--- config.mk ---
export PLATFORM = sky130hd
export DESIGN_NAME = pipe_control
export DESIGN_NICKNAME = d
export VERILOG_FILES = /design/src/rtl/mips_pkg.sv /design/src/rtl/pipe_muldiv_seq.sv /design/src/rtl/pipe_control.sv
export SDC_FILE = /design/constraint.sdc
export NUM_CORES = 1
export LEC_CHECK = 0
export BUFFER_PORTS_ARGS = -buffer_cell sky130_fd_sc_hd__clkbuf_2
export CORE_MARGIN = 8
export CORE_UTILIZATION = 45
export DETAILED_ROUTE_END_ITERATION = 7
export GPL_TIMING_DRIVEN = 0
export PLACE_DENSITY = 0.81
export RECOVER_POWER = 25
export SETUP_SLACK_MARGIN = 0.05
export SLEW_MARGIN = 30
export SYNTH_ARGS = -nofsm -noshare
export SYNTH_HDL_FRONTEND = slang
export SYNTH_HIERARCHICAL = 1
export SYNTH_SLANG_ARGS = --single-unit
--- constraint.sdc ---
create_clock -name clk -period 2.3 [get_ports clk]
set_clock_uncertainty 0.2 [all_clocks]
set_input_delay 0.115 -clock clk [delete_from_list [all_inputs] [get_ports clk]]
set_output_delay 0.115 -clock clk [all_outputs]
set_load 0.05 [all_outputs]
--- src/rtl/mips_pkg.sv ---
// mips_pkg: shared MIPS decode constants for the pipelined control block.
//   - opcode / funct field values (including the HI/LO unit instructions)
//   - 3-bit ALUop encodings (zero-extended by users to their ALUop width)
//   - control bundle widths and the decoded control struct
//   - muldiv_op encoding and sequencer state encoding
// Mirrored by the C header mips.h; keep the two in step.
package mips_pkg;

  // Primary opcodes
  localparam logic [5:0] OP_RTYPE = 6'h00;
  localparam logic [5:0] OP_J     = 6'h02;
  localparam logic [5:0] OP_JAL   = 6'h03;
  localparam logic [5:0] OP_BEQ   = 6'h04;
  localparam logic [5:0] OP_BNE   = 6'h05;
  localparam logic [5:0] OP_ADDI  = 6'h08;
  localparam logic [5:0] OP_ADDIU = 6'h09;
  localparam logic [5:0] OP_ORI   = 6'h0D;
  localparam logic [5:0] OP_LUI   = 6'h0F;
  localparam logic [5:0] OP_LW    = 6'h23;
  localparam logic [5:0] OP_SW    = 6'h2B;

  // R-type funct codes
  localparam logic [5:0] FN_NOP     = 6'h00;
  localparam logic [5:0] FN_JR      = 6'h08;
  localparam logic [5:0] FN_SYSCALL = 6'h0C;
  localparam logic [5:0] FN_MFHI    = 6'h10;
  localparam logic [5:0] FN_MFLO    = 6'h12;
  localparam logic [5:0] FN_MULT    = 6'h18;
  localparam logic [5:0] FN_MULTU   = 6'h19;
  localparam logic [5:0] FN_DIV     = 6'h1A;
  localparam logic [5:0] FN_DIVU    = 6'h1B;
  localparam logic [5:0] FN_ADD     = 6'h20;
  localparam logic [5:0] FN_SUB     = 6'h22;
  localparam logic [5:0] FN_AND     = 6'h24;
  localparam logic [5:0] FN_OR      = 6'h25;
  localparam logic [5:0] FN_SLT     = 6'h2A;

  // ALUop encodings
  localparam logic [2:0] ALU_AND = 3'b000;
  localparam logic [2:0] ALU_OR  = 3'b001;
  localparam logic [2:0] ALU_ADD = 3'b010;
  localparam logic [2:0] ALU_LUI = 3'b011;
  localparam logic [2:0] ALU_SUB = 3'b110;
  localparam logic [2:0] ALU_SLT = 3'b111;

  // Bundle widths (EX bundle is EX_FIXED_W + ALUop width)
  localparam int EX_FIXED_W = 2;
  localparam int MEM_W      = 2;
  localparam int WB_W       = 2;

  typedef enum logic [1:0] {
    MD_MULT  = 2'd0,
    MD_MULTU = 2'd1,
    MD_DIV   = 2'd2,
    MD_DIVU  = 2'd3
  } muldiv_op_e;

  typedef enum logic {
    SEQ_IDLE = 1'b0,
    SEQ_BUSY = 1'b1
  } seq_state_e;

  // Decoded control word carried through ID/EX
  typedef struct packed {
    logic       reg_dst;
    logic       alu_src;
    logic [2:0] alu_op;
    logic       mem_write;
    logic       mem_read;
    logic       reg_write;
    logic       mem_to_reg;
    logic       jump;
    logic       branch;
    logic       syscall;
    logic       jr;
    logic       jal;
  } ctrl_t;

endpackage

--- src/rtl/pipe_muldiv_seq.sv ---
// pipe_muldiv_seq: occupancy tracker for the multi-cycle HI/LO unit.
// Ports:
//   clk   in  clock
//   reset in  synchronous, active-high
//   start in  a MULT-class instruction is leaving ID this cycle
//   busy  out high for exactly MULDIV_LAT cycles after the start edge
module pipe_muldiv_seq
  import mips_pkg::*;
#(
  parameter int MULDIV_LAT = 32
) (
  input  logic clk,
  input  logic reset,
  input  logic start,
  output logic busy
);

  localparam int CW = $clog2(MULDIV_LAT + 1);

  seq_state_e    state_q, state_d;
  logic [CW-1:0] cnt_q, cnt_d;

  always_ff @(posedge clk) begin
    if (reset) begin
      state_q <= SEQ_IDLE;
      cnt_q   <= '0;
    end else begin
      state_q <= state_d;
      cnt_q   <= cnt_d;
    end
  end

  // cnt holds the remaining busy cycles including the current one, so the
  // FSM drops back to IDLE on the edge where cnt goes 1 -> 0.
  always_comb begin
    state_d = state_q;
    cnt_d   = cnt_q;
    case (state_q)
      SEQ_IDLE: begin
        if (start) begin
          state_d = SEQ_BUSY;
          cnt_d   = CW'(MULDIV_LAT);
        end
      end
      SEQ_BUSY: begin
        cnt_d = cnt_q - CW'(1);
        if (cnt_q == CW'(1)) state_d = SEQ_IDLE;
      end
      default: begin
        state_d = SEQ_IDLE;
        cnt_d   = '0;
      end
    endcase
  end

  always_comb begin
    busy = (state_q == SEQ_BUSY);
  end

endmodule

--- src/rtl/pipe_control.sv ---
// pipe_control: ID-stage control decoder with ID/EX control register,
// load-use and HI/LO interlocks, flush handling and MULT/DIV launch.
// Ports:
//   clk, reset (sync, active-high), instr_id[31:0], id_valid, flush
//   stall (comb), ex_valid, ex_d {RegDst,ALUsrc,ALUop}, mem_d {MemWrite,MemRead},
//   wb_d {RegWrite,MemToReg}, ex_jump/branch/syscall/jr/jal,
//   muldiv_start (1-cycle pulse), muldiv_op, hilo_busy
// Optional: PIPE_CONTROL_ILLEGAL_TRAP_EN adds ex_illegal; unknown
// instructions then advance with ex_valid=1 and an all-zero bundle.
module pipe_control
  import mips_pkg::*;
#(
  parameter int ALUOP_W    = 3,
  parameter int MULDIV_LAT = 32
) (
  input  logic                            clk,
  input  logic                            reset,
  input  logic [31:0]                     instr_id,
  input  logic                            id_valid,
  input  logic                            flush,
  output logic                            stall,
  output logic                            ex_valid,
  output logic [EX_FIXED_W+ALUOP_W-1:0]   ex_d,
  output logic [MEM_W-1:0]                mem_d,
  output logic [WB_W-1:0]                 wb_d,
  output logic                            ex_jump,
  output logic                            ex_branch,
  output logic                            ex_syscall,
  output logic                            ex_jr,
  output logic                            ex_jal,
`ifdef PIPE_CONTROL_ILLEGAL_TRAP_EN
  output logic                            ex_illegal,
`endif
  output logic                            muldiv_start,
  output logic [1:0]                      muldiv_op,
  output logic                            hilo_busy
);

  logic [5:0] opcode, funct;
  logic [4:0] rs, rt;
  assign opcode = instr_id[31:26];
  assign funct  = instr_id[5:0];
  assign rs     = instr_id[25:21];
  assign rt     = instr_id[20:16];

  ctrl_t      ctrl;
  logic       known, uses_rs, uses_rt, is_muldiv, is_hilo_rd;
  muldiv_op_e md_op;

  always_comb begin
    ctrl       = '0;
    known      = 1'b1;
    uses_rs    = 1'b1;
    uses_rt    = 1'b0;
    is_muldiv  = 1'b0;
    is_hilo_rd = 1'b0;
    md_op      = muldiv_op_e'(funct[1:0]);
    case (opcode)
      OP_RTYPE: begin
        uses_rt = 1'b1;
        case (funct)
          FN_ADD: begin ctrl.reg_dst = 1'b1; ctrl.reg_write = 1'b1; ctrl.alu_op = ALU_ADD; end
          FN_SUB: begin ctrl.reg_dst = 1'b1; ctrl.reg_write = 1'b1; ctrl.alu_op = ALU_SUB; end
          FN_AND: begin ctrl.reg_dst = 1'b1; ctrl.reg_write = 1'b1; ctrl.alu_op = ALU_AND; end
          FN_OR:  begin ctrl.reg_dst = 1'b1; ctrl.reg_write = 1'b1; ctrl.alu_op = ALU_OR;  end
          FN_SLT: begin ctrl.reg_dst = 1'b1; ctrl.reg_write = 1'b1; ctrl.alu_op = ALU_SLT; end
          FN_JR:  ctrl.jr = 1'b1;
          FN_SYSCALL: begin ctrl.syscall = 1'b1; uses_rs = 1'b0; end
          FN_MULT, FN_MULTU, FN_DIV, FN_DIVU: is_muldiv = 1'b1;
          FN_MFHI, FN_MFLO: begin
            ctrl.reg_dst   = 1'b1;
            ctrl.reg_write = 1'b1;
            is_hilo_rd     = 1'b1;
            uses_rs        = 1'b0;
          end
          // funct 0 is only accepted as the canonical all-zero NOP
          FN_NOP: begin
            uses_rs = 1'b0;
            known   = (instr_id == 32'h0);
          end
          default: known = 1'b0;
        endcase
      end
      OP_J:   begin ctrl.jump = 1'b1; uses_rs = 1'b0; end
      OP_JAL: begin ctrl.jump = 1'b1; ctrl.jal = 1'b1; ctrl.reg_write = 1'b1; uses_rs = 1'b0; end
      OP_BEQ, OP_BNE: begin ctrl.branch = 1'b1; ctrl.alu_op = ALU_SUB; uses_rt = 1'b1; end
      OP_ADDI, OP_ADDIU: begin ctrl.alu_src = 1'b1; ctrl.reg_write = 1'b1; ctrl.alu_op = ALU_ADD; end
      OP_ORI: begin ctrl.alu_src = 1'b1; ctrl.reg_write = 1'b1; ctrl.alu_op = ALU_OR; end
      OP_LUI: begin ctrl.alu_src = 1'b1; ctrl.reg_write = 1'b1; ctrl.alu_op = ALU_LUI; uses_rs = 1'b0; end
      OP_LW: begin
        ctrl.alu_src    = 1'b1;
        ctrl.alu_op     = ALU_ADD;
        ctrl.mem_read   = 1'b1;
        ctrl.reg_write  = 1'b1;
        ctrl.mem_to_reg = 1'b1;
      end
      OP_SW: begin ctrl.alu_src = 1'b1; ctrl.alu_op = ALU_ADD; ctrl.mem_write = 1'b1; uses_rt = 1'b1; end
      default: known = 1'b0;
    endcase
    // Unknown instructions decode to a full bubble and read nothing
    if (!known) begin
      ctrl       = '0;
      uses_rs    = 1'b0;
      uses_rt    = 1'b0;
      is_muldiv  = 1'b0;
      is_hilo_rd = 1'b0;
    end
  end

  ctrl_t ctrl_q;
  logic  ex_valid_q, muldiv_start_q;
  logic  [4:0] ex_rt_q;
  logic  [1:0] muldiv_op_q;
  logic  load_use, hilo_hazard, seq_start, advance;

  // A load in EX writes its rt; any ID source matching it (except $0) waits
  assign load_use = ex_valid_q & ctrl_q.mem_read & id_valid & (ex_rt_q != 5'd0) &
                    ((uses_rs & (rs == ex_rt_q)) | (uses_rt & (rt == ex_rt_q)));
  assign hilo_hazard = hilo_busy & id_valid & (is_muldiv | is_hilo_rd);
  assign stall       = (load_use | hilo_hazard) & ~flush & ~reset;
  assign advance     = id_valid & ~stall & ~flush;
  assign seq_start   = advance & is_muldiv;

  pipe_muldiv_seq #(
    .MULDIV_LAT(MULDIV_LAT)
  ) u_seq (
    .clk  (clk),
    .reset(reset),
    .start(seq_start),
    .busy (hilo_busy)
  );

  always_ff @(posedge clk) begin
    if (reset || flush || stall) begin
      ctrl_q     <= '0;
      ex_valid_q <= 1'b0;
      ex_rt_q    <= 5'd0;
    end else begin
      ctrl_q     <= (id_valid && known) ? ctrl : '0;
`ifdef PIPE_CONTROL_ILLEGAL_TRAP_EN
      ex_valid_q <= id_valid;
`else
      ex_valid_q <= id_valid & known;
`endif
      ex_rt_q    <= rt;
    end
  end

`ifdef PIPE_CONTROL_ILLEGAL_TRAP_EN
  logic ex_illegal_q;
  always_ff @(posedge clk) begin
    if (reset || flush || stall) ex_illegal_q <= 1'b0;
    else                         ex_illegal_q <= id_valid & ~known;
  end
  assign ex_illegal = ex_illegal_q;
`endif

  always_ff @(posedge clk) begin
    if (reset) begin
      muldiv_start_q <= 1'b0;
      muldiv_op_q    <= 2'd0;
    end else begin
      muldiv_start_q <= seq_start;
      if (seq_start) muldiv_op_q <= md_op;
    end
  end

  assign ex_valid     = ex_valid_q;
  assign ex_d         = {ctrl_q.reg_dst, ctrl_q.alu_src, ALUOP_W'(ctrl_q.alu_op)};
  assign mem_d        = {ctrl_q.mem_write, ctrl_q.mem_read};
  assign wb_d         = {ctrl_q.reg_write, ctrl_q.mem_to_reg};
  assign ex_jump      = ctrl_q.jump;
  assign ex_branch    = ctrl_q.branch;
  assign ex_syscall   = ctrl_q.syscall;
  assign ex_jr        = ctrl_q.jr;
  assign ex_jal       = ctrl_q.jal;
  assign muldiv_start = muldiv_start_q;
  assign muldiv_op    = muldiv_op_q;

endmodule

* Yosys cells after proc, flatten, opt, wreduce, memory -nomap -nowiden *
Index checks and enable logic that the tools add are counted.

word-level totals
  bits in writable memories = 0
  bits in read-only memories = 0
  memories = 0
  input bits = 36
  register bits = 29
  bits in latches = 0
  word-level logic and storage cells = 121

cells by class
  eq/ne operators = 27
  muxes and demuxes = 30
  reduce and logical (&&, ||, !) cells = 22
  shift operators = 0
  bitwise gates (word level) = 24
  div/mod/pow operators = 0
  magnitude comparators = 0
  add/sub/neg operators = 1
  multiply operators = 0

operator list
  kind                  count
  $eq A6 B6 Y1 const B  7
  $eq A6 B4 Y1 const B  6
  $eq A6 B5 Y1 const B  6
  $logic_not A32 Y1     1
  $mux W1               21
  $reduce_or A4 Y1      5
  $pmux W3 S5           1
  $and A1 B1 Y1         14
  $reduce_or A13 Y1     1
  $eq A6 B2 Y1 const B  2
  $eq A6 B3 Y1 const B  2
  $logic_not A6 Y1      2
  $pmux W3 S4           1
  $pmux W6 S2           1
  $reduce_or A6 Y1      2
  $eq A5 B5 Y1          2
  $pmux W1 S2           5
  $reduce_or A10 Y1     1
  $not A1 Y1            7
  $reduce_or A7 Y1      1
  $eq A6 B1 Y1 const B  1
  $mux W6               1
  $reduce_or A2 Y1      3
  $reduce_or A3 Y1      2
  other kinds (6)       9

* Longest topological paths before layout *
Gate-level depths: netlist of run 1.

  depth after elaboration = 17
  mapped depth = 12

* Modules after synthesis *
Netlist of run 1, hierarchy kept.

by module, submodules not included
  module           area each (sq um)  instances  cells each
  pipe_control     1308.8             1          162
  pipe_muldiv_seq  360.3              1          38

* Worst setup path after synthesis of run 1 *
OpenSTA, ideal clock, no wires.

  path type = reg2reg
  start = register ex_rt_q[1]
  end = register u_seq.cnt_q[3]
  setup time = 0.119 ns
  path buffers = 0
  clock period less this slack = 2.816 ns
  stages on the path, launching flop included = 11
  arrival = 2.497 ns
  path slack = -0.516 ns
  cell sequence = dfxtp_1 or4_4 o211ai_2 a21oi_1 and3_1 a311o_1 and3_1 nor2_1 nor2_1 o21ai_0 a21oi_1

on the way
  cells in the longest elaborated chain, start to end = 12
  elaborated cells between the ends (all ways) = 16
  those cells by class = eq/ne (3); bitwise (12); reduce/logical (1)

ends and longest elaborated chain
  element                          line                   source
  from (decl)                      pipe_control.sv:112    logic [4:0] ex_rt_q;
  from (signal assigned)           pipe_control.sv:145    ex_rt_q <= rt;
  $eq A5 B5 Y1                     pipe_control.sv:118    ((uses_rs & (rs == ex_rt_q)) | (uses_rt & (rt == ex_rt_q)));
  $and A1 B1 Y1                    pipe_control.sv:118
  $or A1 B1 Y1                     pipe_control.sv:118
  $and A1 B1 Y1 *                  pipe_control.sv:117    assign load_use = ex_valid_q & ctrl_q.mem_read & id_valid & (ex_rt_q != 5'd0) &
  $or A1 B1 Y1 *                   pipe_control.sv:120    assign stall = (load_use | hilo_hazard) & ~flush & ~reset;
  $and A1 B1 Y1 * (2 in series)    pipe_control.sv:120
  via stall                        pipe_control.sv:21     output logic stall,
  $not A1 Y1 *                     pipe_control.sv:121    assign advance = id_valid & ~stall & ~flush;
  $and A1 B1 Y1 * (2 in series)    pipe_control.sv:121
  $and A1 B1 Y1 *                  pipe_control.sv:122    assign seq_start = advance & is_muldiv;
  via seq_start                    pipe_control.sv:114    logic load_use, hilo_hazard, seq_start, advance;
  $ne A2 B2 Y1 (no source line) *  --
  to (signal assigned)             pipe_muldiv_seq.sv:29  cnt_q <= cnt_d;
  to (decl)                        pipe_muldiv_seq.sv:21  logic [CW-1:0] cnt_q, cnt_d;

Mark *: on every way through the listed nets, which the timed path passes. The rest lies on a longest branch.
A chain may end at the register's enable or synchronous reset.

* Final worst setup path of run 1 *
  start = register ex_rt_q[1]
  end = output stall

on the way
  cells in the longest elaborated chain, start to end = 7
  elaborated cells between the ends (all ways) = 11
  those cells by class = eq/ne (2); bitwise (8); reduce/logical (1)

ends and longest elaborated chain
  element                        line
  $eq A5 B5 Y1                   pipe_control.sv:118
  $and A1 B1 Y1                  pipe_control.sv:118
  $or A1 B1 Y1                   pipe_control.sv:118
  $and A1 B1 Y1 *                pipe_control.sv:117
  $or A1 B1 Y1 *                 pipe_control.sv:120
  $and A1 B1 Y1 * (2 in series)  pipe_control.sv:120
  to (decl)                      pipe_control.sv:21

Mark *: on every way between the ends. The rest lies on a longest branch, timed or not.

==> impl_metrics.csv, run 1 <==
group,metric,value,unit
floorplanning,core_area,3610,µm²
setup_path,r2r_cells,9,
setup_path,r2r-start,"ex_rt_q[1]$_SDFF_PP0_",
pwr,vdd_drop_max,0.504,mV
placed_design,port_buffers,51,
timing,maxSlewHeadroom,47.6,%
setup_path,timing.critical_path.mode_cell,"and3_4",
setup_path,cp_max_fo,3,
routing,drtPass1Iterations,4,
floorplanning,fp.dieArea,5910,µm²
min_path,min_from,"instr_id[30]",
placed_design,post-place-ws,-329,ps
setup_path,start_kind,"register",
setup_path,end_kind,"primary output",
floorplanning,num_rows,22,
layout,final_cells,328,
routing,first_iter_violations,145,
synthesis,syn_nets,238,
synthesis,ys_seq_area_share,34.8,%
clocking,clk_latency,290,ps
floorplanning,die_w,76.9,µm
clocking,clk_pin_slew,70,ps
clocking,cts_buffers,5,
setup_path,critPathKind,"register to primary output",
synthesis,synth_edf_count,0,
run_status,status,"complete, but fails checks",
timing,worstMarginPinSlew,784,ps
routing,ant_nets,0,
placed_design,place_inst,299,
layout,diodes,0,
timing,hold_viol_final,1,
setup_path,cp_num_buf_inv,1,
clocking,cts_sinks,29,
clocking,postCtsHoldBufs,12,
clocking,cts-htree-levels,2,
min_path,min-delay-path-class,"input pin to register",
pwr,powerDensity,500,nW/µm²
timing,rsz0062_at_grt,"yes",
synthesis,synth_cell_types,55,
layout,utilization,68.0,%
placed_design,placed_area,2010,µm²
layout,layout-drive-gt1-share,35.7,%
setup_path,crit_chain,"or4_4 > o211ai_2 > a21oi_1 > and3_4 > a311o_1 > and3_4 > clkbuf_16",
clocking,clockBufferDepth,2,
layout,finalInstanceArea,2450,µm²
synthesis,yosys_warnings,6,
synthesis,ys.flop_type,"dfxtp_1",
floorplanning,fp.dieH,76.9,µm
clocking,cts_tree,"done",
flow_run,cap_viol_max_count,0,
timing,whs,-60.1,ps
timing,fin_setup_tns,-6010,ps
placed_design,gp_congestion,0.888,
setup_path,critPathTopFamily,"simple AND/OR/NAND/NOR gates",
global_route,antenna_found_initial,0,
timing,fin_crit,2610,ps
routing,drt-total-wl,5220,µm
setup_path,slowest_stage,"or4_4",
synthesis,synth_seq_cells,29,
setup_path,critPathArrivalTime,2290,ps
synthesis,async_reset_ff_share,0,%
floorplanning,initial_utilization,46.3,%
setup_path,slowest_delay,520,ps
layout,nets,317,
synthesis,postSynthCellCount,200,
global_route,grt-ovfl-total,0,
min_path,holdPathEnd,"mem_d[1]$_SDFF_PP0_",
floorplanning,ioPinCount,56,
global_route,grt_usage,16.8,%
pwr,fin_total_pwr,1.23,mW
setup_path,cp_data_required_time,1990,ps
global_route,grt_max_degree,11,
placed_design,hpwl,3450,µm
timing,fmax,383,MHz
timing,setup_violations,29,
pwr,p_leak,0.962,nW
timing,post-route-period-util,113,%
layout,syn_to_final_growth,47.0,%
global_route,grt_first_pass_wirelength,8200,µm
synthesis,synth_area_per_cell,8.35,µm²
run_status,violations,"hold timing, setup timing",
setup_path,r2r_end,"u_seq/cnt_q[5]$_SDFFE_PP0P_",
timing,fin_ws,-309,ps
routing,drc,0,
synthesis,syn_area,1670,µm²
global_route,grt_pass1_vias,1863,
routing,vias,1848,
clocking,root_buffer,"clkbuf_8",
timing,drv_slew,0,
setup_path,reg2reg_slack,-310,ps
min_path,whs_path_depth,2,
routing,avgRoutedWirePerCell,15.9,µm
routing,vias_per_cell,5.63,
==> where the power goes <==
| group | internal (mW) | leakage (nW) | switching [mW] |
|---|---|---|---|
| registers | 0.507 | 0.235 | 0.00421 |
| clock network | 0.353 | 0.0585 | 0.196 |
| logic | 0.0762 | 0.668 | 0.0916 |
| total | 0.935 | 0.962 | 0.292 |
==> cell families after synthesis <==
group | synth area share [%]
buffers and inverters | 5.17
AND/OR/NAND/NOR | 35.0
adder cells (fa/ha/maj) | 1.50
flip-flops | 34.8
XOR/XNOR | 5.77
multiplexers | 1.80
AO/OA/AOI/OAI | 16.0
==> layout make-up <==
cell class,instances,area (µm²)
Sequential cell,29,583
Timing Repair Buffer,72,472
Inverter,8,30.0
Clock buffer,7,86.3
Multi-Input combinational cell,153,1130
Buffer,10,62.6
Tap cell,48,60.1
Fill cell,287,1150
Clock inverter,1,30.0
==> worst max-delay path by stage <==
stage	from	to	cells after the start
floorplan	ex_rt_q[1]$_SDFF_PP0_	u_seq/cnt_q[5]$_SDFFE_PP0P_	9
global placement	instr_id[3]	u_seq/cnt_q[5]$_SDFFE_PP0P_	10
detailed placement	instr_id[3]	u_seq/cnt_q[5]$_SDFFE_PP0P_	10
CTS	ex_rt_q[1]$_SDFF_PP0_	stall	7
global route	ex_rt_q[1]$_SDFF_PP0_	ex_rt_q[0]$_SDFF_PP0_	8
finish	ex_rt_q[1]$_SDFF_PP0_	stall	7
==> placed cells by master, fill, tap and decap left out, drive strengths merged, types with 3 or more instances in the layout <==
cell         count
clkbuf          62
dfxtp           29
nor2            20
buf             15
dlygate4sd3     12
nand2           11
nor4            11
a21oi            8
inv              8
nor3             8
nand2b           7
and2             7
xnor2            7
o21ai            7
nor2b            5
nand4            5
nand3            5
nand3b           4
xor2             4
a311oi           4
a31oi            3
mux2i            3
nor4b            3
and3             3
==> metal layers <==
layer / track usage (%) / share of wire [%] / routed length, µm / up-vias
met5: 0 / 0 / 0 / -
met3: 7.11 / 6.9 / 361 / 12
met1: 15.2 / 38 / 1980 / 871
met2: 31.4 / 53 / 2780 / 74
met4: 8.08 / 2.0 / 106 / 0
li1: - / - / - / 891
==> sequential cells by signal, indices dropped and copies added (netlist names), 2 cells and up <==
register / flops
ex_rt_q: 5
ex_d: 5
u_seq/cnt_q: 6
muldiv_op: 2
wb_d: 2
==> Yosys cell counts, types with 2 or more instances <==
master     n  area (µm²)
inv_1      7        26.3
nor2_1    20        75.1
nor2b_1    5        31.3
nor4b_1    2        17.5
xnor2_1    7        61.3
o31a_1     2        17.5
ha_1       2        25.0
nor4_1    11        68.8
dfxtp_1   29         581
xor2_1     4        35.0
nor3b_1    2        15.0
nand2_1   11        41.3
buf_2      4        20.0
nand2b_1   7        43.8
o21ai_0    7        35.0
nor3_1     6        30.0
and3_1     3        18.8
a21oi_1    8        40.0
nand3_1    5        25.0
clkbuf_1   2        7.51
a31oi_1    3        18.8
nor3_2     2        20.0
and2_1     7        43.8
nand4_1    5        31.3
mux2i_1    3        30.0
nand3b_1   4        30.0
a311oi_1   3        26.3
clkbuf_2   2        10.0
==> repair_timing <==
| action | CTS | global route |
|---|---|---|
| buffers inserted | 8 | 0 |
| cloned | 1 | 0 |
| gates resized for setup | 22 | 12 |
| hold endpoints to repair | 13 | 1 |
| pin swaps | 12 | 2 |
| endpoints found under the setup margin | 29 | 30 |
Note: power is estimated with default switching activity, not from simulation.
==> run 2, diff against run 1 <==
--- a/config.mk
+++ b/config.mk
@@ -6,6 +6,7 @@
 export NUM_CORES = 1
 export LEC_CHECK = 0
 export BUFFER_PORTS_ARGS = -buffer_cell sky130_fd_sc_hd__clkbuf_2
+export CORE_ASPECT_RATIO = 1.5
 export CORE_MARGIN = 8
 export CORE_UTILIZATION = 45
 export DETAILED_ROUTE_END_ITERATION = 7
==> run 2 against run 1 <==
  * Combinational power is essentially flat
  * The run ends with setup timing left
  * Total power shrank 7.3%
  * Global-route usage down 0.11 points
  * Critical path depth is 2 higher
  * Clock power fell by 16%
  * Register-to-register slack about the same
  * Die area is 0.68% higher
==> impl_metrics.csv, run 2 (same netlist as run 1, synthesis figures left out) <==
group,metric,value,unit
setup_path,critPathArrivalTime,2590,ps
timing,worstMarginPinSlew,844,ps
clocking,cts_buffers,5,
timing,fin_ws,-306,ps
clocking,cts-htree-levels,2,
clocking,clk_latency,280,ps
clocking,root_buffer,"clkbuf_8",
placed_design,gp_congestion,0.851,
setup_path,slowest_stage,"or4_4",
layout,num-fill-cells,301,
layout,largest_reg_flops,6,
floorplanning,core_area,3610,µm²
run_status,violations,"setup timing",
setup_path,end_kind,"register",
global_route,grt_first_pass_wirelength,8030,µm
placed_design,port_buffers,51,
setup_path,start_kind,"register",
global_route,grt_usage,16.7,%
routing,avgRoutedWirePerCell,16.1,µm
run_status,status,"complete, but fails checks",
global_route,grt_pass1_vias,1787,
global_route,grt_max_degree,15,
clocking,clockBufferDepth,2,
setup_path,slowest_delay,540,ps
routing,vias_per_cell,5.71,
floorplanning,fp.dieArea,5950,µm²
layout,finalInstanceArea,2370,µm²
timing,fin_crit,2610,ps
layout,regArea,583,µm²
timing,setup_violations,29,
floorplanning,fp.dieH,90.6,µm
routing,ant_nets,0,
layout,top_register,"u_seq/cnt_q",
routing,vias,1845,
timing,fmax,384,MHz
global_route,grt-ovfl-total,0,
timing,maxSlewHeadroom,43.6,%
routing,drtPass1Iterations,4,
layout,final_cells,323,
placed_design,place_inst,294,
placed_design,hpwl,3500,µm
setup_path,cp_max_fo,4,
floorplanning,die_w,65.7,µm
placed_design,placed_area,2000,µm²
layout,layout_common_cells,"clkbuf_2, dfxtp_1, nor2_1, dlygate4sd3_1, nand2_1",
routing,drt-total-wl,5190,µm
floorplanning,initial_utilization,46.2,%
layout,diodes,0,
layout,syn_to_final_growth,41.8,%
global_route,antenna_found_initial,0,
flow_run,cap_viol_max_count,0,
routing,first_iter_violations,130,
layout,layout-drive-gt1-share,32.9,%
clocking,cts_sinks,29,
timing,rsz0062_at_grt,"yes",
pwr,vdd_drop_max,0.455,mV
clocking,cts_tree,"done",
setup_path,crit_chain,"or4_4 > o211ai_4 > buf_4 > nor3_2 > a311o_1 > and3_4 > nor2_4 > a221oi_2 > a311oi_1",
setup_path,critPathKind,"register to register",
floorplanning,ioPinCount,56,
pwr,fin_total_pwr,1.14,mW
timing,drv_slew,0,
clocking,clk_pin_slew,60,ps
layout,mostFrequentLayoutCell,"clkbuf_2",
layout,nets,317,
routing,drc,0,
timing,hold_viol_final,0,
floorplanning,num_rows,27,
layout,multi_input_area,1090,µm²
timing,fin_setup_tns,-4660,ps
pwr,powerDensity,481,nW/µm²
pwr,p_leak,0.928,nW
min_path,min-delay-path-class,"input pin to register",
setup_path,cp_data_required_time,2280,ps
timing,post-route-period-util,113,%
==> run 2: cell count changes in the layout (fill, tap and decap cells not counted), sizes merged <==
cell | previous run | this run
bufinv | 1 | 0
clkinv | 0 | 1
==> run 2: routing by layer <==
metal | vias to the layer above | part of all wire, % | global-route usage, %
met4 | 0 | 3.5 | 7.31
met3 | 21 | 7.8 | 4.72
met5 | - | 0 | 0
met2 | 91 | 54 | 31.3
li1 | 893 | - | -
met1 | 840 | 35 | 15.6
==> run 2: path summary, 6_finish.rpt <==
check / start / endpoint / slack [ps] / cells past startpoint
max: ex_rt_q[1]$_SDFF_PP0_ / u_seq/cnt_q[5]$_SDFFE_PP0P_ / -310 / 9
min: flush / ex_rt_q[2]$_SDFF_PP0_ / 10 / 3
max reg2reg: ex_rt_q[1]$_SDFF_PP0_ / u_seq/cnt_q[5]$_SDFFE_PP0P_ / -310 / 9
min reg2reg: muldiv_op[0]$_SDFFE_PP0P_ / muldiv_op[0]$_SDFFE_PP0P_ / 280 / 2
==> run 2: worst max-delay path, delay by kind of cell (launching register included) <==
kind            cells  cell delay, ps
simple gates        4             970
flops               1             340
buf+inv             1             140
compound gates      4             850
==> run 2: final cells by class <==
type | count | share of cell area (%)
Timing Repair Buffer | 72 | 18.8
Sequential cell | 29 | 24.6
Multi-Input combinational cell | 153 | 46.1
Buffer | 10 | 2.64
Clock buffer | 7 | 4.07
Inverter | 8 | 1.27
Tap cell | 43 | 2.27
Clock inverter | 1 | 0.211
==> run 2: timing repair <==
action,CTS,global route
gates resized for setup,6,11
setup endpoints to repair,29,30
setup buffers,5,5
pin swaps,3,7
hold buffers,11,1
endpoints found under the hold margin,14,1
==> run 2: stage by stage <==
stage	util, %	hold WS (ps)	worst slack, ps
finish	65.5	12.7	-306
global route	65.5	27.8	-363
CTS	62.9	-84.9	-259
detailed placement	55.3	173	-394
global placement	55.3	172	-332
floorplan	-	-15.9	-167
==> run 2: power breakdown <==
part / internal (mW) / switching, mW
combinational: 0.0755 / 0.0921
clock: 0.270 / 0.190
sequential: 0.507 / 0.00417
==> run 3, diff against run 2 <==
--- a/config.mk
+++ b/config.mk
@@ -8,10 +8,11 @@
 export BUFFER_PORTS_ARGS = -buffer_cell sky130_fd_sc_hd__clkbuf_2
 export CORE_ASPECT_RATIO = 1.5
 export CORE_MARGIN = 8
-export CORE_UTILIZATION = 45
+export CORE_UTILIZATION = 25
+export CTS_BUF_LIST = sky130_fd_sc_hd__clkbuf_4
 export DETAILED_ROUTE_END_ITERATION = 7
 export GPL_TIMING_DRIVEN = 0
-export PLACE_DENSITY = 0.81
+export PLACE_DENSITY = 0.53
 export RECOVER_POWER = 25
 export SETUP_SLACK_MARGIN = 0.05
 export SLEW_MARGIN = 30
@@ -19,3 +20,4 @@
 export SYNTH_HDL_FRONTEND = slang
 export SYNTH_HIERARCHICAL = 1
 export SYNTH_SLANG_ARGS = --single-unit
+export TNS_END_PERCENT = 10
==> run 3 against run 2 <==
  * The run still ends with setup timing left
  * Critical path depth shrank 2
  * Non-clock buffer count unchanged
  * Core utilization shrank 30 points
  * Via count is 2.8% lower
  * First-iteration DRC count decreased by 30%
  * Sequential share of layout area rose by 0.46 points
  * Count of clock-buffer cells in the layout fell by 1
  * Die area increased by 61%
  * Global-route usage fell by 5.7 points
  * Combinational power is essentially flat
  * Critical path type is now register to primary output
  * Largest cell class unchanged
  * Highest routed layer unchanged
==> impl_metrics.csv, run 3 (same netlist as run 1, synthesis figures left out) <==
group,metric,value,unit
run_status,status,"complete, but fails checks",
run_status,violations,"setup timing",
floorplanning,core_area,6490,µm²
clocking,clk_pin_slew,100,ps
layout,largest_reg_flops,6,
timing,worstMarginPinSlew,679,ps
flow_run,cap_viol_max_count,0,
setup_path,reg2reg_slack,-230,ps
min_path,whs_path_depth,4,
layout,nets,317,
floorplanning,fp.dieArea,9600,µm²
timing,maxSlewHeadroom,54.6,%
layout,diodes,0,
global_route,grt_first_pass_wirelength,8250,µm
pwr,vdd_drop_max,0.222,mV
timing,drv_slew,0,
clocking,cts_buffers,5,
setup_path,start_kind,"register",
pwr,fin_total_pwr,982,µW
pwr,p_leak,0.900,nW
placed_design,place_inst,327,
routing,vias,1793,
routing,drtPass1Iterations,4,
clocking,cts-htree-levels,2,
min_path,min-delay-path-class,"input pin to register",
min_path,min_from,"id_valid",
routing,vias_per_cell,5.04,
timing,fin_ws,-313,ps
floorplanning,fp.dieH,116,µm
setup_path,end_kind,"primary output",
setup_path,critPathKind,"register to primary output",
placed_design,placed_area,2030,µm²
clocking,clockBufferDepth,2,
timing,post-route-period-util,114,%
layout,syn_to_final_growth,39.2,%
clocking,clk_latency,340,ps
placed_design,hpwl,3950,µm
setup_path,cp_data_required_time,1990,ps
global_route,antenna_found_initial,0,
layout,top_register,"u_seq/cnt_q",
layout,mostFrequentLayoutCell,"clkbuf_2",
floorplanning,num_rows,36,
floorplanning,die_w,82.7,µm
setup_path,r2r_cells,9,
placed_design,gp_congestion,0.849,
global_route,grt_usage,11.0,%
routing,drt-total-wl,5210,µm
timing,setup_violations,28,
setup_path,cp_max_fo,3,
global_route,grt_max_degree,11,
timing,rsz0062_at_grt,"yes",
clocking,root_buffer,"clkbuf_4",
timing,fmax,383,MHz
pwr,powerDensity,423,nW/µm²
layout,final_cells,356,
setup_path,critPathArrivalTime,2300,ps
clocking,cts_tree,"done",
min_path,holdPathEnd,"muldiv_op[0]$_SDFFE_PP0P_",
routing,ant_nets,0,
layout,layout-drive-gt1-share,27.5,%
timing,hold_viol_final,0,
layout,finalInstanceArea,2320,µm²
global_route,grt-ovfl-total,0,
clocking,cts_sinks,29,
setup_path,r2r_end,"u_seq/cnt_q[5]$_SDFFE_PP0P_",
setup_path,r2r-start,"ex_rt_q[1]$_SDFF_PP0_",
routing,avgRoutedWirePerCell,14.6,µm
routing,drc,0,
layout,layout_common_cells,"clkbuf_2, dfxtp_1, dlygate4sd3_1, nor2_1",
timing,whs,18.4,ps
global_route,grt_pass1_vias,1826,
timing,fin_crit,2610,ps
routing,first_iter_violations,91,
placed_design,port_buffers,51,
floorplanning,initial_utilization,25.7,%
floorplanning,ioPinCount,56,
run 3: changes by cell type in the layout (fill, tap and decap cells not counted), moves of 2 or more:
| cell | delta |
|---|---|
| buf_4 | -7 |
| clkbuf_4 | +6 |
| clkbuf_8 | -8 |
| dlygate4sd3_1 | +7 |
| nor3_1 | +2 |
| nor3_2 | -2 |
| nor4_1 | +2 |
| nor4_2 | -2 |
run 3: critical path, stage by stage, from the launching register on:
cell	delay [ps]
dfxtp_2	330
or4_4	530
o211ai_2	200
a21oi_1	50
and3_1	190
a311o_1	300
and3_4	210
clkbuf_16	170
run 3: cell type report:
| class | count | area (µm²) |
|---|---|---|
| sequential | 29 | 583 |
| clock inverter | 2 | 10.0 |
| multi-input combinational | 153 | 1020 |
| fill | 705 | 4160 |
| clock buffer | 6 | 45.0 |
| timing repair buffer | 72 | 474 |
| inverter | 8 | 30.0 |
| buffer | 10 | 62.6 |
| tap | 76 | 95.1 |
run 3: worst max-delay path by stage:
stage	from	end	slack, ps
4_1_cts	ex_rt_q[2]$_SDFF_PP0_	stall	-340
2_1_floorplan	ex_rt_q[1]$_SDFF_PP0_	u_seq/cnt_q[5]$_SDFFE_PP0P_	-170
5_1_grt	ex_rt_q[1]$_SDFF_PP0_	stall	-380
6_report	ex_rt_q[1]$_SDFF_PP0_	stall	-310
3_5_place_dp	instr_id[19]	u_seq/cnt_q[5]$_SDFFE_PP0P_	-530
3_3_place_gp	instr_id[19]	u_seq/cnt_q[5]$_SDFFE_PP0P_	-510
run 3: stage by stage:
step           TNS, ps  setup slack, ps  utilization (%)
5_1_grt          -7850             -379             35.8
4_1_cts          -5270             -342             35.4
6_report         -4440             -313             35.8
3_5_place_dp    -10090             -527             31.4
3_3_place_gp    -10340             -513             31.4
2_1_floorplan    -1090             -174                -
run 3: timing repair:
action	4_1_cts	5_1_grt
endpoints found under the setup margin	29	29
hold buffers	16	3
hold endpoints to repair	20	1
gates resized for setup	7	2
setup buffers	2	0
pin swaps	3	4
run 3: per-layer routing:
| layer | routed length, µm | up-vias | GRT usage, % |
|---|---|---|---|
| met1 | 1970 | 827 | 10.6 |
| met3 | 291 | 21 | 2.80 |
| li1 | - | 890 | - |
| met4 | 194 | 0 | 5.55 |
| met5 | 0 | - | 0 |
| met2 | 2750 | 55 | 20.2 |
run 3: report_power, final:
part	internal, mW	total, mW	switching (mW)
logic	0.0796	0.165	0.0856
registers	0.506	0.510	0.00417
clock network	0.128	0.307	0.179
total	0.713	0.982	0.269
